===== src/rtl/alu_seq_pkg.sv =====
// Shared types for the ALU command sequencer: FSM states, command entry layout, group selects.
package alu_seq_pkg;

  typedef enum logic [2:0] {
    ST_IDLE   = 3'd0,
    ST_ISSUE  = 3'd1,
    ST_WAIT   = 3'd2,
    ST_IRQCLR = 3'd3,
    ST_RESP   = 3'd4
  } state_e;

  typedef struct packed {
    logic       sel;
    logic [1:0] op;
    logic [7:0] a;
    logic [7:0] b;
  } alu_cmd_t;

  localparam logic ALU_SEL_A = 1'b0;
  localparam logic ALU_SEL_B = 1'b1;

  localparam int ALU_CMD_W = $bits(alu_cmd_t);

endpackage


===== src/rtl/alu_cmd_fifo.sv =====
// Synchronous FIFO of alu_cmd_t with registered full/empty flags and a zero-latency head.
// Pushes while full and pops while empty are dropped; pointers wrap modulo DEPTH.
module alu_cmd_fifo
  import alu_seq_pkg::*;
#(
  parameter int DEPTH = 4
) (
  input  logic     clk,
  input  logic     rst,
  input  logic     push_i,
  input  alu_cmd_t push_dat_i,
  input  logic     pop_i,
  output alu_cmd_t head_o,
  output logic     full_o,
  output logic     empty_o
);

  localparam int AW = (DEPTH > 1) ? $clog2(DEPTH) : 1;
  localparam int CW = AW + 1;
  localparam logic [CW-1:0] CNT_FULL = CW'(DEPTH);

  alu_cmd_t      mem_q [DEPTH];
  logic [AW-1:0] wptr_q;
  logic [AW-1:0] rptr_q;
  logic [CW-1:0] count_q;
  logic [CW-1:0] count_d;
  logic          full_q;
  logic          empty_q;
  logic          do_push;
  logic          do_pop;

  assign do_push = push_i && !full_q;
  assign do_pop  = pop_i && !empty_q;

  always_comb begin
    count_d = count_q;
    if (do_push && !do_pop) begin
      count_d = count_q + CW'(1);
    end else if (do_pop && !do_push) begin
      count_d = count_q - CW'(1);
    end
  end

  always_ff @(posedge clk) begin
    if (rst) begin
      wptr_q  <= '0;
      rptr_q  <= '0;
      count_q <= '0;
      full_q  <= 1'b0;
      empty_q <= 1'b1;
    end else begin
      if (do_push) begin
        wptr_q <= wptr_q + AW'(1);
      end
      if (do_pop) begin
        rptr_q <= rptr_q + AW'(1);
      end
      count_q <= count_d;
      full_q  <= (count_d == CNT_FULL);
      empty_q <= (count_d == '0);
    end
  end

  // Storage is not reset; the empty flag guards every read.
  always_ff @(posedge clk) begin
    if (do_push) begin
      mem_q[wptr_q] <= push_dat_i;
    end
  end

  assign head_o  = mem_q[rptr_q];
  assign full_o  = full_q;
  assign empty_o = empty_q;

endmodule


===== src/rtl/alu_cmd_sequencer.sv =====
// Buffers ALU commands, issues one at a time, captures alu_out ALU_LAT cycles after issue,
// clears alu_irq when it was seen at capture, and returns one in-order response per command.
module alu_cmd_sequencer
  import alu_seq_pkg::*;
#(
  parameter int DEPTH   = 4,
  parameter int ALU_LAT = 1
) (
  input  logic       clk,
  input  logic       rst,
  input  logic       cmd_valid,
  output logic       cmd_ready,
  input  logic       cmd_sel,
  input  logic [1:0] cmd_op,
  input  logic [7:0] cmd_a,
  input  logic [7:0] cmd_b,
  output logic       rsp_valid,
  input  logic       rsp_ready,
  output logic [7:0] rsp_data,
  output logic       rsp_irq,
  output logic       alu_enable,
  output logic       alu_enable_a,
  output logic       alu_enable_b,
  output logic [1:0] alu_op_a,
  output logic [1:0] alu_op_b,
  output logic [7:0] alu_in_a,
  output logic [7:0] alu_in_b,
  input  logic [7:0] alu_out,
  input  logic       alu_irq,
  output logic       alu_irq_clr
);

  if (ALU_LAT < 1 || ALU_LAT > 7) begin : g_bad_lat
    $error("alu_cmd_sequencer: ALU_LAT must be within 1..7");
  end
  if (DEPTH < 2 || (DEPTH & (DEPTH - 1)) != 0) begin : g_bad_depth
    $error("alu_cmd_sequencer: DEPTH must be a power of two >= 2");
  end

  localparam logic [2:0] LAT_LOAD = 3'(ALU_LAT - 1);

  state_e     state_q;
  state_e     state_d;
  logic [2:0] lat_cnt_q;
  logic [2:0] lat_cnt_d;
  logic [7:0] rsp_data_q;
  logic [7:0] rsp_data_d;
  logic       rsp_irq_q;
  logic       rsp_irq_d;

  alu_cmd_t   cmd_in;
  alu_cmd_t   head;
  logic       fifo_full;
  logic       fifo_empty;
  logic       push;
  logic       pop;
  logic       capture;
  logic       issue;

  assign cmd_in    = {cmd_sel, cmd_op, cmd_a, cmd_b};
  assign cmd_ready = !fifo_full && !rst;
  assign push      = cmd_valid && cmd_ready;
  assign pop       = (state_q == ST_ISSUE);
  assign capture   = (state_q == ST_WAIT) && (lat_cnt_q == 3'd0);

  alu_cmd_fifo #(
    .DEPTH (DEPTH)
  ) u_fifo (
    .clk        (clk),
    .rst        (rst),
    .push_i     (push),
    .push_dat_i (cmd_in),
    .pop_i      (pop),
    .head_o     (head),
    .full_o     (fifo_full),
    .empty_o    (fifo_empty)
  );

  always_comb begin
    state_d    = state_q;
    lat_cnt_d  = lat_cnt_q;
    rsp_data_d = rsp_data_q;
    rsp_irq_d  = rsp_irq_q;
    case (state_q)
      ST_IDLE: begin
        if (!fifo_empty) begin
          state_d = ST_ISSUE;
        end
      end
      ST_ISSUE: begin
        lat_cnt_d = LAT_LOAD;
        state_d   = ST_WAIT;
      end
      ST_WAIT: begin
        // alu_irq is only meaningful in the capture cycle; elsewhere it is ignored.
        if (capture) begin
          rsp_data_d = alu_out;
          rsp_irq_d  = alu_irq;
          state_d    = alu_irq ? ST_IRQCLR : ST_RESP;
        end else begin
          lat_cnt_d = lat_cnt_q - 3'd1;
        end
      end
      ST_IRQCLR: begin
        state_d = ST_RESP;
      end
      ST_RESP: begin
        if (rsp_ready) begin
          state_d = ST_IDLE;
        end
      end
      default: begin
        state_d = ST_IDLE;
      end
    endcase
  end

  always_ff @(posedge clk) begin
    if (rst) begin
      state_q    <= ST_IDLE;
      lat_cnt_q  <= 3'd0;
      rsp_data_q <= 8'h00;
      rsp_irq_q  <= 1'b0;
    end else begin
      state_q    <= state_d;
      lat_cnt_q  <= lat_cnt_d;
      rsp_data_q <= rsp_data_d;
      rsp_irq_q  <= rsp_irq_d;
    end
  end

  // Outputs are forced low while rst is high so a reset mid-issue never leaks a command.
  assign issue        = (state_q == ST_ISSUE) && !rst;
  assign alu_enable   = issue;
  assign alu_enable_a = issue && (head.sel == ALU_SEL_A);
  assign alu_enable_b = issue && (head.sel == ALU_SEL_B);
  assign alu_op_a     = alu_enable_a ? head.op : 2'b00;
  assign alu_op_b     = alu_enable_b ? head.op : 2'b00;
  assign alu_in_a     = issue ? head.a : 8'h00;
  assign alu_in_b     = issue ? head.b : 8'h00;

  assign alu_irq_clr  = (state_q == ST_IRQCLR) && !rst;
  assign rsp_valid    = (state_q == ST_RESP) && !rst;
  assign rsp_data     = rst ? 8'h00 : rsp_data_q;
  assign rsp_irq      = rsp_irq_q && !rst;

endmodule


===== config.mk =====
export PLATFORM = sky130hd
export DESIGN_NAME = alu_cmd_sequencer
export DESIGN_NICKNAME = d
export VERILOG_FILES = /design/src/rtl/alu_seq_pkg.sv /design/src/rtl/alu_cmd_fifo.sv /design/src/rtl/alu_cmd_sequencer.sv
export SDC_FILE = /design/constraint.sdc
export NUM_CORES = 1
export LEC_CHECK = 0
export ABC_CLOCK_PERIOD_IN_PS = 2800
export CAP_MARGIN = 20
export CORE_MARGIN = 10
export CORE_UTILIZATION = 53
export DETAILED_ROUTE_END_ITERATION = 8
export PLACE_DENSITY = 0.79
export SYNTH_ARGS = -nofsm -noshare
export SYNTH_HDL_FRONTEND = slang
export SYNTH_SLANG_ARGS = --single-unit

===== constraint.sdc =====
create_clock -name clk -period 2.8 [get_ports clk]
set_clock_uncertainty 0.2 [all_clocks]
set_input_delay 0.56 -clock clk [delete_from_list [all_inputs] [get_ports clk]]
set_output_delay 0.56 -clock clk [all_outputs]
set_load 0.02 [all_outputs]

Word-level counts from Yosys, hierarchy flattened

Memories as Yosys holds them, arrays and structs flattened. A register that Yosys moved wholly into a read port is not among the register bits.
Cells that the tools add are included.

Bits in registers: 24
Bits in latches: 0
Bits in writable memories: 76
ROM bits: 0
Bits of input ports: 32
Memories kept: 1

$add $sub $neg: 5
$mul: 0
Div/mod/pow operators: 0
Magnitude comparators: 0
Eq/ne operators: 9
Shift-type cells: 0
Multiplexer cells: 18
Bitwise logic cells: 1
Reductions and logical operators: 25

Memory list:

| memory       | depth | width | rd ports | clocked after memory_dff | wr ports | line               | text |
|---|---|---|---|---|---|---|---|
| u_fifo.mem_q | 4     | 19    | 1        | 1                        | 1        | alu_cmd_fifo.sv:22 | `alu_cmd_t mem_q [DEPTH];` |

Operator list:

| cell                                                | number |
|---|---|
| 2-to-1 mux 8 bit                                    | 3 |
| 2-to-1 mux 3 bit                                    | 7 |
| one-hot mux 3 bit (5 select lines)                  | 1 |
| logical AND 1 bit                                   | 13 |
| zero test 3 bit                                     | 3 |
| 2-to-1 mux 2 bit                                    | 4 |
| != test 2 bit, second input constant                | 4 |
| equality test 3 x 2 -> 1 bit, second input constant | 2 |
| equality test 3 bit, second input constant          | 2 |
| one-hot mux 3 bit (2 select lines)                  | 1 |
| subtractor 3 x 1 -> 3 bit, second input constant    | 2 |
| zero test 1 bit                                     | 5 |
| adder 2 x 1 -> 2 bit, second input constant         | 2 |
| AND reduction 2 bit                                 | 2 |
| adder 3 x 1 -> 3 bit, second input constant         | 1 |
| equality test 3 x 1 -> 1 bit, second input constant | 1 |
| AND reduction 3 bit                                 | 1 |
| 2-to-1 mux 1 bit                                    | 2 |
| nonzero test 2 bit                                  | 1 |
| inverter 1 bit                                      | 1 |

Depth between registers and ports, before layout

Depth after elaboration: 9
Depth in mapped cells: 7
Mapped depth without buffers: 7

Hierarchy

Synthesis repeated with hierarchy kept, for this count alone.

Cells, all modules: 286
Area, all modules: 4,295.4 µm²

By module, submodules not included:

| module            | instances | cells an instance | area each (µm²) | sequential area each (µm²) |
|---|---|---|---|---|
| alu_cmd_fifo      | 1         | 169               | 3,383.2         | 2,502.4 |
| alu_cmd_sequencer | 1         | 117               | 912.1           | 300.3 |

Worst setup path after synthesis

No wires, ideal clock.

Path kind: register -> output
From: register (tool-made name)
To: output alu_op_a[1]
Data arrival time: 2,185 ps
Data required time: 2,040 ps
Setup slack: -145 ps
Stages on the path, launching flop included: 5
Path buffers: 1
Cells stage by stage: dfxtp_1 > buf_2 > mux4_2 > nor4_1 > and2_1

RTL lines:

| what             | line                    | text |
|---|---|---|
| end: declaration | alu_cmd_sequencer.sv:24 | `output logic [1:0] alu_op_a,` |

==> summary.txt <==
Status
  – Status: finished, final reports clean

Timing
  – Final worst path period share: 97.3%
  – Final hold viol count: 0
  – Max Clock Freq: 367 MHz
  – Setup violators final: 0
  – Final count of pins violating max slew: 0
  – Worst hold slack: 0.256 ns
  – Worst relative slew slack: 70.4%
  – RSZ-0062 raised after global routing: no
  – Setup TNS Final: 0 ns
  – Setup ws final: 0.0755 ns
  – Least-Margin Pin Slew: 0.442 ns
  – Min cycle time layout: 2.72 ns

Yosys
  – Synthesized Nets: 328
  – Synth top area cells: edfxtp_1 (54%), dfxtp_1 (12%), mux4_2 (10%)
  – Synth Cell Area: 4210 um^2
  – Synth Area per Inst: 14.6 um^2
  – Flops & latches, synth: 102
  – Post-synth top flop: edfxtp_1
  – Register area share after synthesis: 66.6%
  – Number of library cell types mapped by synthesis: 40
  – Syn Inst Count: 288
  – Leading area contributor after synthesis: edfxtp_1
  – Ys Warns: 0
  – Post-synth top area share: 54.2%
  – Number of flops mapped to enable cells by yosys: 76
  – Post-synth ARST share: 0%

Worst setup path
  – Crit path kind: flop to output port
  – Reg2reg path depth: 5
  – CP Cell Sequence: buf_6 > buf_6 > mux4_2 > and2_1 > clkdlybuf4s15_1
  – Worst Path Buf+Inv: 3
  – FF-to-FF End: u_fifo.empty_o
  – CP peak stage delay: 0.50 ns
  – Most frequent CP cell: buf_6
  – Worst path required time: 2.04 ns
  – WP data arrival: 1.96 ns
  – Reg2reg start: state_q[1]
  – Startpoint Class: flop
  – Delay-heaviest family, CP: buffers and inverters
  – Worst Path Max Fanout: 5
  – Crit. End Element: output port
  – Reg2reg setup slack: 0.67 ns
  – Slowest CP cell: mux4_2

Clocking
  – TritonCTS clock tree: done
  – # hold bufs at CTS: 0
  – CTS root buf: clkbuf_8
  – H-Tree Depth: 3
  – Cts bufs inserted: 9
  – Clock Path Buffers: 2
  – CTS sink cnt: 102
  – Clock Pin Slew Worst Setup and Hold Paths: 0.10 ns
  – Worst-Skew Late Latency: 0.36 ns

Finish
  – Most frequent cells in the layout: edfxtp_1 (76), clkdlybuf4s50_1 (30), nand2_1 (27)
  – Fin area: 5400 um^2
  – Layout area overhead: 28.2%
  – FILL cells: 539
  – Ant diodes: 0
  – Most common cell after layout, fill and taps aside: edfxtp_1
  – Layout Cells excl Fill: 485
  – Final nets: 418
  – Share of cells above drive strength 1: 21.7%
  – Final core utilization: 69.8%

Placement
  – DPL Wire Length: 6050 um
  – Gpl congestion: 0.795
  – Placed cell count: 466
  – Dpl ws: -0.280 ns
  – Placed instance area: 5190 um^2
  – Buffers on Ports: 66

Detailed routing
  – Drt via density: 5.40
  – Metal1 wirelength: 3320 um
  – Vias: 2,619
  – Top Layer Used: met4
  – Total wire length: 8500 um
  – Met3 wire length: 596 um
  – Drt drc: 0
  – Routed Antenna Nets: 0
  – Met2 WL post-DR: 4490 um
  – Wirelength per Cell: 17.5 um
  – Starting DRT DRC Count: 55
  – DRT Pass-1 Iters: 4

Hold path
  – Worst Hold Depth: 2
  – Worst hold start: rsp_data_q[1]
  – Hold Path Sink: rsp_data_q[1]
  – Hold Path Class: flop to flop

Global routing
  – Initial antenna violation count: 0
  – Vias in the first global route: 2,718
  – Total GRT Usage: 14.6%
  – Largest net degree at the start of global routing: 20
  – First-pass GRT wire length: 13,500 um
  – Global route overflow: 0

Floorplan
  – Initial Utilization: 54.5%
  – Die Footprint: 11,900 um^2
  – Die height: 109 um
  – Cell Rows: 32
  – Core area: 7730 um^2
  – Die W: 109 um
  – Ports: 67

Power and ir drop
  – Pwr Density: 655 nW/um^2
  – VDD IR-drop max: 0.000360 V
  – Pwr Total: 3.54 mW
  – Leakage Power: 1.96 nW

Flow run
  – Number of max-cap violations: 0
flip-flops by register name, indices dropped and copies added (netlist names), named ones only:
name,cells
u_fifo.rptr_q,2
lat_cnt_q,3
u_fifo.mem_q,76
u_fifo.full_o,1
u_fifo.empty_o,1
rsp_data_q,8
state_q,3
u_fifo.wptr_q,2
rsp_irq_q,1
u_fifo.count_q,3
per-layer routing:
layer  up-vias  global-route usage [%]
met3         9                    5.31
met2        68                    25.6
met5         -                       0
met1      1298                    16.1
li1       1244                       -
met4         0                    4.80
tightest hold or removal path, cell delays in order, from the launching register on:
cell	delay (ns)
dfxtp_1	0.32
nand2_1	0.05
a21oi_1	0.05
layout make-up:
| type | count | area, um^2 | area share (%) |
|---|---|---|---|
| Sequential cell | 102 | 2800 | 52.0 |
| Multi-Input combinational cell | 159 | 1320 | 24.5 |
| Timing Repair Buffer | 94 | 888 | 16.5 |
| Tap cell | 102 | 128 | 2.37 |
| Clock buffer | 9 | 124 | 2.30 |
| Clock inverter | 7 | 85.1 | 1.58 |
| Inverter | 12 | 45.0 | 0.835 |
report_power, final:
group / switching, mW / total, mW / internal, mW / leakage (nW)
sequential: 0.0629 / 1.78 / 1.72 / 0.902
combinational: 0.422 / 0.798 / 0.376 / 0.954
clock: 0.520 / 0.954 / 0.434 / 0.107
total: 1.00 / 3.54 / 2.53 / 1.96
cell usage after synthesis, drive strengths merged, types with 2 or more instances:
master,instances
a211oi,3
a21oi,13
a221oi,2
a22oi,3
and2,22
and3,4
buf,5
clkbuf,10
dfxtp,26
edfxtp,76
ha,8
inv,12
mux4,19
nand2,27
nand3,3
nand4,2
nor2,13
nor2b,10
nor3,4
nor4,2
o21ai,5
xnor2,4
timing repair:
action                                 CTS  global route
pin swaps                                0             1
buffers inserted                         0             3
gates resized for setup                 47            27
setup endpoints to repair               32            23
endpoints found under the hold margin    0             0
how the worst max path moves through the flow:
stage,end,from,cells past startpoint,slack (ns)
finish,alu_in_b[1],flop,5,0.08
global route,alu_in_b[1],flop,5,0.00003
CTS,alu_in_a[7],flop,5,0.004
detailed placement,alu_in_a[4],rst,5,-0.28
global placement,alu_in_b[7],rst,5,-0.26
floorplan,alu_op_a[1],flop,4,0.14
cells by family after synthesis:
| kind of cell | count (synthesis) | share of synthesized area, % |
|---|---|---|
| flops | 102 | 66.6 |
| simple gates | 95 | 12.2 |
| compound gates | 32 | 4.96 |
| buf+inv | 27 | 2.65 |
| mux | 19 | 10.2 |
| fa+ha+maj | 8 | 2.38 |
| xor+xnor | 5 | 1.04 |
No activity file was read; power rests on OpenSTA's default activity.
